### src/rtl/map_loader.sv
// map_loader: fetches one sudoku puzzle from a registered puzzle ROM
// and publishes solution digits and visibility mask atomically.
module map_loader #(
    parameter int NUM_PUZZLES = 4,
    parameter int ADDR_W      = 10,
    localparam int PID_W =
        (NUM_PUZZLES > 1) ? $clog2(NUM_PUZZLES) : 1
) (
    input  logic              clk,
    input  logic              reset,
    input  logic              load,
    input  logic              difficulty,
    output logic [ADDR_W-1:0] rom_addr,
    input  logic [4:0]        rom_data,
    output logic [323:0]      selected_map,
    output logic [80:0]       selected_visibility,
    output logic [PID_W-1:0]  puzzle_id,
    output logic              busy,
    output logic              done,
    output logic              load_error
);

    typedef enum logic [1:0] {
        S_IDLE,
        S_FILL,
        S_CHECK
    } state_t;

    state_t            state_q, state_d;
    logic [6:0]        cnt_q, cnt_d;
    logic              diff_q, diff_d;
    logic [PID_W-1:0]  pid_q, pid_d;
    logic [PID_W-1:0]  sel_q, sel_d;
    logic              bad_q, bad_d;
    logic [323:0]      map_sh_q, map_sh_d;
    logic [80:0]       vis_sh_q, vis_sh_d;
    logic [323:0]      map_q, map_d;
    logic [80:0]       vis_q, vis_d;
    logic              done_q, done_d;
    logic              err_q, err_d;
    logic [6:0]        idx;
    logic [ADDR_W-1:0] base;

    assign busy                = (state_q != S_IDLE);
    assign done                = done_q;
    assign load_error          = err_q;
    assign selected_map        = map_q;
    assign selected_visibility = vis_q;
    assign puzzle_id           = pid_q;

    assign base = (ADDR_W'(diff_q) * ADDR_W'(NUM_PUZZLES)
                   + ADDR_W'(pid_q)) * ADDR_W'(81);

    // Free-running puzzle selector, wraps at NUM_PUZZLES-1.
    always_comb begin
        sel_d = sel_q + 1'b1;
        if (sel_q == PID_W'(NUM_PUZZLES - 1)) begin
            sel_d = '0;
        end
    end

    // ROM address: counter is held at 80 for the final capture cycle.
    always_comb begin
        rom_addr = '0;
        if (state_q == S_FILL) begin
            rom_addr = base + ((cnt_q > 7'd80) ? ADDR_W'(80)
                                               : ADDR_W'(cnt_q));
        end
    end

    // Next-state, shadow capture, validation and publish.
    always_comb begin
        state_d  = state_q;
        cnt_d    = cnt_q;
        diff_d   = diff_q;
        pid_d    = pid_q;
        bad_d    = bad_q;
        map_sh_d = map_sh_q;
        vis_sh_d = vis_sh_q;
        map_d    = map_q;
        vis_d    = vis_q;
        done_d   = 1'b0;
        err_d    = 1'b0;
        idx      = '0;
        unique case (state_q)
            S_IDLE: begin
                if (load) begin
                    state_d  = S_FILL;
                    diff_d   = difficulty;
                    pid_d    = sel_q;
                    cnt_d    = '0;
                    bad_d    = 1'b0;
                    map_sh_d = '0;
                    vis_sh_d = '0;
                    map_d    = '0;
                    vis_d    = '0;
                end
            end
            S_FILL: begin
                cnt_d = cnt_q + 7'd1;
                if (cnt_q != 7'd0) begin
                    idx = cnt_q - 7'd1;
                    map_sh_d[{idx, 2'b00} +: 4] = rom_data[3:0];
                    vis_sh_d[idx] = rom_data[4];
                    if (rom_data[3:0] == 4'd0 ||
                        rom_data[3:0] > 4'd9) begin
                        bad_d = 1'b1;
                    end
                end
                if (cnt_q == 7'd81) begin
                    state_d = S_CHECK;
                end
            end
            S_CHECK: begin
                state_d = S_IDLE;
                if (!bad_q && (|vis_sh_q)) begin
                    map_d  = map_sh_q;
                    vis_d  = vis_sh_q;
                    done_d = 1'b1;
                end else begin
                    err_d = 1'b1;
                end
            end
            default: begin
                state_d = S_IDLE;
            end
        endcase
    end

    // State registers with asynchronous reset.
    always_ff @(posedge clk or posedge reset) begin
        if (reset) begin
            state_q  <= S_IDLE;
            cnt_q    <= '0;
            diff_q   <= 1'b0;
            pid_q    <= '0;
            sel_q    <= '0;
            bad_q    <= 1'b0;
            map_sh_q <= '0;
            vis_sh_q <= '0;
            map_q    <= '0;
            vis_q    <= '0;
            done_q   <= 1'b0;
            err_q    <= 1'b0;
        end else begin
            state_q  <= state_d;
            cnt_q    <= cnt_d;
            diff_q   <= diff_d;
            pid_q    <= pid_d;
            sel_q    <= sel_d;
            bad_q    <= bad_d;
            map_sh_q <= map_sh_d;
            vis_sh_q <= vis_sh_d;
            map_q    <= map_d;
            vis_q    <= vis_d;
            done_q   <= done_d;
            err_q    <= err_d;
        end
    end

endmodule

### config.mk
export PLATFORM = sky130hd
export DESIGN_NAME = map_loader
export DESIGN_NICKNAME = d
export VERILOG_FILES = /design/src/rtl/map_loader.sv
export SDC_FILE = /design/constraint.sdc
export NUM_CORES = 2
export LEC_CHECK = 0
export BUFFER_PORTS_ARGS = -buffer_cell sky130_fd_sc_hd__buf_2
export CAP_MARGIN = 5
export CORE_UTILIZATION = 57
export DETAILED_ROUTE_END_ITERATION = 8
export PLACE_DENSITY_LB_ADDON = 0.08
export SLEW_MARGIN = 15
export SYNTH_ARGS = -nofsm -noshare
export SYNTH_HDL_FRONTEND = slang
export SYNTH_SLANG_ARGS = --single-unit
### constraint.sdc
create_clock -name clk -period 28 [get_ports clk]
set_input_delay 2.8 -clock clk [delete_from_list [all_inputs] [get_ports clk]]
set_output_delay 2.8 -clock clk [all_outputs]
set_load 0.01 [all_outputs]
# == Word level (Yosys, flattened, before mapping) ==
# Cells that the tools add are included.
# Widths: inputs -> output; s select.
# totals
reg_bits,827
in_bits,9
out_inout_bits,420
wordCells,81
# op_classes
n_addsub,6
multipliers,1
order_cmp,4
eq_ne,9
n_shift,2
muxes,30
reduce_logical,17
# ops
cell,n
$pmux 324 s2,2
$mux 324,3
$bwmux 324,1
$pmux 81 s2,2
$shift 4x11->324 const A,1
$shiftx 4x11->324,1
$mux 81,3
$bwmux 81,1
$reduce_or 81->1,1
$mux 7,2
$pmux 7 s2,1
$neg 9->11,1
$add 10x7->10,1
$mul 4x7->10 const B,1
$mux 10,1
$lt 7x8->1 const B,1
$mux 1,8
$add 7x1->7 const B,1
$demux 1 s7,1
$eq 7x7->1 const B,1
$ge 7x1->1 const B,1
$gt 7x7->1 const B,1
$reduce_bool 7->1,1
$sub 7x1->7 const B,1
other kinds (19),31

# == Logic depth before layout (Yosys ltp) ==
# logic_depth
depth_word,8
depth_mapped,18
mapped_depth_nobuf,16

# == Worst setup path before layout ==
# No wires, ideal clock.
# synth_timing
kind,register -> output
startpoint,register cnt_q[0]
endpoint,output port rom_addr[8]
arrival_ns,3.425
path_slack_ns,21.775
stages_incl_launch_ff,17
path_cell_list,dfrtp_1 clkbuf_1 clkbuf_1 inv_1 ha_1 nand3_1 a21oi_1 nor2b_1 nor2_1 ha_1 ha_1 a21o_1 a21o_1 a31oi_1 o21ai_0 a21oi_1 mux2i_1
# synth_via
elab_chain_len,4
# synth_rtl
element,line,text
start: declaration,30,"logic [6:0] cnt_q, cnt_d;"
start signal: assignment,147,cnt_q <= cnt_d;
$gt 7x7->1,66,rom_addr = base + ((cnt_q > 7'd80) ? ADDR_W'(80)
$mux 7 (*),66,
$add 10x7->10 (*),66,
$mux 10 (*),65,if (state_q == S_FILL) begin
end: declaration,13,"output logic [ADDR_W-1:0] rom_addr,"
# Every way passes the cells marked *; elsewhere a longest branch is shown, timed or not.

# == Worst setup path after layout ==
# layout_timing
startpoint,register cnt_q[0]
endpoint,output port rom_addr[9]
# The elaborated chain is that of the path after synthesis.

==> results.cfg <==
[run_status]
outcome = finished, final reports clean

[floorplan]
num_rows = 91
die_y_um = 251.3
design.portCount = 429
die_w_um = 251.3
start_util = 0.5750
coreArea_um2 = 61600
dieArea_um2 = 63140

[clock_tree]
cts_root_buf = clkbuf_16
cts_buffers = 84
path_clk_slew_ns = 0.06
cts-resized-gates = 0
cts_tree = done
clk_latency_ns = 0.64
cts.sinks = 827
hold_buffers = 0
htree_levels = 3
cts_buffer_depth = 3
postCtsSetupRepairBufs = 0

[setup_path]
crit_required_ns = 25.20
start_kind = flip-flop
worst-path-max-fanout = 31
critPathKind = reg2out
end_kind = output pin
r2r_start = cnt_q[0]$_DFFE_PP0P_
timing.rr.end = map_sh_q[252]$_DFFE_PP0P_
arrival_ns = 4.72
reg2reg_depth = 8
rrSetupSlack_ns = 22.77

[synth]
syn_area_um2 = 35420
avgSynthCellArea_um2 = 9.752
synthCells = 3632
synth_warnings = 0
yosysUniqueCellTypes = 72
synth_ff_type = dfrtp_1
syn-num-nets = 3665
synth_area_leaders = dfrtp_1, nand2_1, o21ai_0, mux2i_1, clkbuf_1
synthArstFlopShare = 1.000
yosysTopAreaCellShare = 0.5843
synth_area_leader_cell = dfrtp_1
ys_seq_area_frac = 0.5843
synth_edf_count = 0
synth-seq-cells = 827

[timing]
setup_slack_ns = 20.48
finalSetupViolations = 0
post-route-min-period_ns = 7.519
worstMarginPinSlew_ns = 1.268
fin_worst_skew_ns = 0.02023
period_share = 0.2685
finalHoldViolCount = 0
max_freq_ghz = 0.1330
drv_slew = 0
holdWs_ns = 0.4497
fin_tns_setup_ns = 0
slew_headroom = 0.1546
rsz0062_at_grt = no

[drt]
post-route-drc-count = 0
drt-total-wl_um = 109200
antenna_left = 0
first_pass_iters = 6
wl_per_cell_um = 22.63
vias_per_cell = 6.058
vias = 29230
drt_iter0_markers = 3435

[power_and_ir_drop]
power_leakage_nw = 19.43
netSwitchingPower_w = 0.001851
switching_share = 0.4174
peakVddDrop_uv = 87.94
power_density_nw_per_um2 = 108.4
intPower_w = 0.002584
power.share.clock = 0.261
seqPwrFrac = 0.376
combPwrFrac = 0.363

[global_route]
grt_usage = 0.3445
grt_pass1_vias = 27590
grt_overflow = 0
antenna_found_initial = 2
grt_pass1_wl_um = 167200
grt_max_degree = 274

[worst_hold_path]
hp-start = sel_q[0]$_DFF_PP0_
worstHoldPathCells = 1
min_path_type = reg2reg
min_delay_worst_endpoint = sel_q[0]$_DFF_PP0_

[cells_and_area]
layout_common_cells = nand2_1, dfrtp_1, o21ai_0
areaGrowthSynthToFinish_pct = 15.50
nNetsFinal = 3951
final_common_cell = nand2_1
drive_gt1_frac = 0.1733
fin_area_um2 = 40910
fillCellCount = 5091

[placement]
gp_congestion = 0.9526
hpwl_um = 72530
dp_slack_ns = 21.15
io_buffers = 428
placed_cell_area_um2 = 38040

[flow_run]
max-cap-violations = 0
## how the worst max path moves through the flow
stage	startpoint	endpoint	slack [ns]	depth (start not counted)
CTS	cnt_q[0]$_DFFE_PP0P_	rom_addr[9]	20.54	17
global route	cnt_q[0]$_DFFE_PP0P_	rom_addr[9]	20.12	17
finish	cnt_q[0]$_DFFE_PP0P_	rom_addr[9]	20.48	17
global placement	load	map_sh_q[91]$_DFFE_PP0P_	21.19	8
detailed placement	load	map_sh_q[89]$_DFFE_PP0P_	21.15	8
floorplan	reset	bad_q$_DFFE_PP0P_	1.97	1
## power groups by stage
stage / clock, W / combinational (W) / sequential (W)
CTS: 0.00117 / 0.00158 / 0.00166
finish: 0.00116 / 0.00161 / 0.00167
detailed placement: 0 / 0.00157 / 0.00168
floorplan: 0 / 0.000975 / 0.00165
global route: 0.00122 / 0.00172 / 0.00169
global placement: 0 / 0.00154 / 0.00168
## cells in the mapped netlist (13+ instances only)
| master | number |
|---|---|
| nor2_1 | 61 |
| a31oi_1 | 17 |
| buf_1 | 13 |
| ha_1 | 23 |
| o211ai_1 | 36 |
| clkbuf_1 | 240 |
| a22o_1 | 22 |
| nand3_1 | 34 |
| nand4_1 | 46 |
| and3_1 | 17 |
| nor4_2 | 17 |
| mux2_2 | 17 |
| nand2_1 | 1153 |
| o21ai_0 | 473 |
| a21oi_1 | 21 |
| a32o_1 | 89 |
| nor4_1 | 45 |
| nor3_1 | 45 |
| inv_1 | 31 |
| a32oi_1 | 16 |
| mux2i_1 | 122 |
| buf_2 | 23 |
| dfrtp_1 | 827 |
| o22ai_1 | 84 |
| o31ai_1 | 15 |
## sequential cells by signal (all words and copies together) (netlist names)
signal	cells
map_sh_q	324
state_q	2
bad_q	1
selected_visibility	81
selected_map	324
cnt_q	7
vis_sh_q	81
load_error	1
puzzle_id	2
diff_q	1
sel_q	2
done	1
## layer usage
| layer | share of wire | wire (um) | GRT usage |
|---|---|---|---|
| met3 | 0.081 | 8848 | 0.06616 |
| met1 | 0.42 | 45950 | 0.4945 |
| met2 | 0.46 | 50190 | 0.5166 |
| met4 | 0.039 | 4223 | 0.1429 |
| met5 | 0.00012 | 13 | 0 |
## metrics by stage
step,util,std cells,power (W)
2_1_floorplan,-,3632,0.002626
3_3_place_gp,0.6175,4669,0.003223
3_5_place_dp,0.6175,4669,0.003245
4_1_cts,0.6641,4824,0.004407
5_1_grt,0.6641,4825,0.004633
6_report,0.6642,4826,0.004435
## area by class of cell
class | instances | area, um^2 | share of cell area
multi-input combinational | 2497 | 13630 | 0.3331
timing repair buffer | 477 | 2547 | 0.06227
tap | 837 | 1047 | 0.02560
clock inverter | 27 | 295.3 | 0.007218
clock buffer | 128 | 2571 | 0.06285
sequential | 827 | 20690 | 0.5059
antenna | 2 | 5.005 | 0.0001223
inverter | 31 | 123.9 | 0.003028
## kinds of logic after synthesis
family,after synthesis,synth area share
buffers and inverters,308,0.03356
AO/OA/AOI/OAI,842,0.1507
adder cells (fa/ha/maj),24,0.008690
multiplexers,139,0.03988
XOR/XNOR,8,0.002190
AND/OR/NAND/NOR,1484,0.1807
flip-flops,827,0.5843
## critical path, stage by stage, from the launching register on
cell and delay, ns:
dfrtp_1 0.92, inv_1 0.31, ha_1 0.35, nand3_1 0.10, a21oi_1 0.07, nor2b_1 0.31, nor2_1 0.11, ha_1 0.31
ha_1 0.16, inv_1 0.06, fa_1 0.37, nor2b_1 0.20, o211a_1 0.16, o21ai_0 0.08, a21oi_1 0.21, o21ai_0 0.10
a21oi_1 0.13, buf_2 0.14
Note: power is estimated with default switching activity, not from simulation.
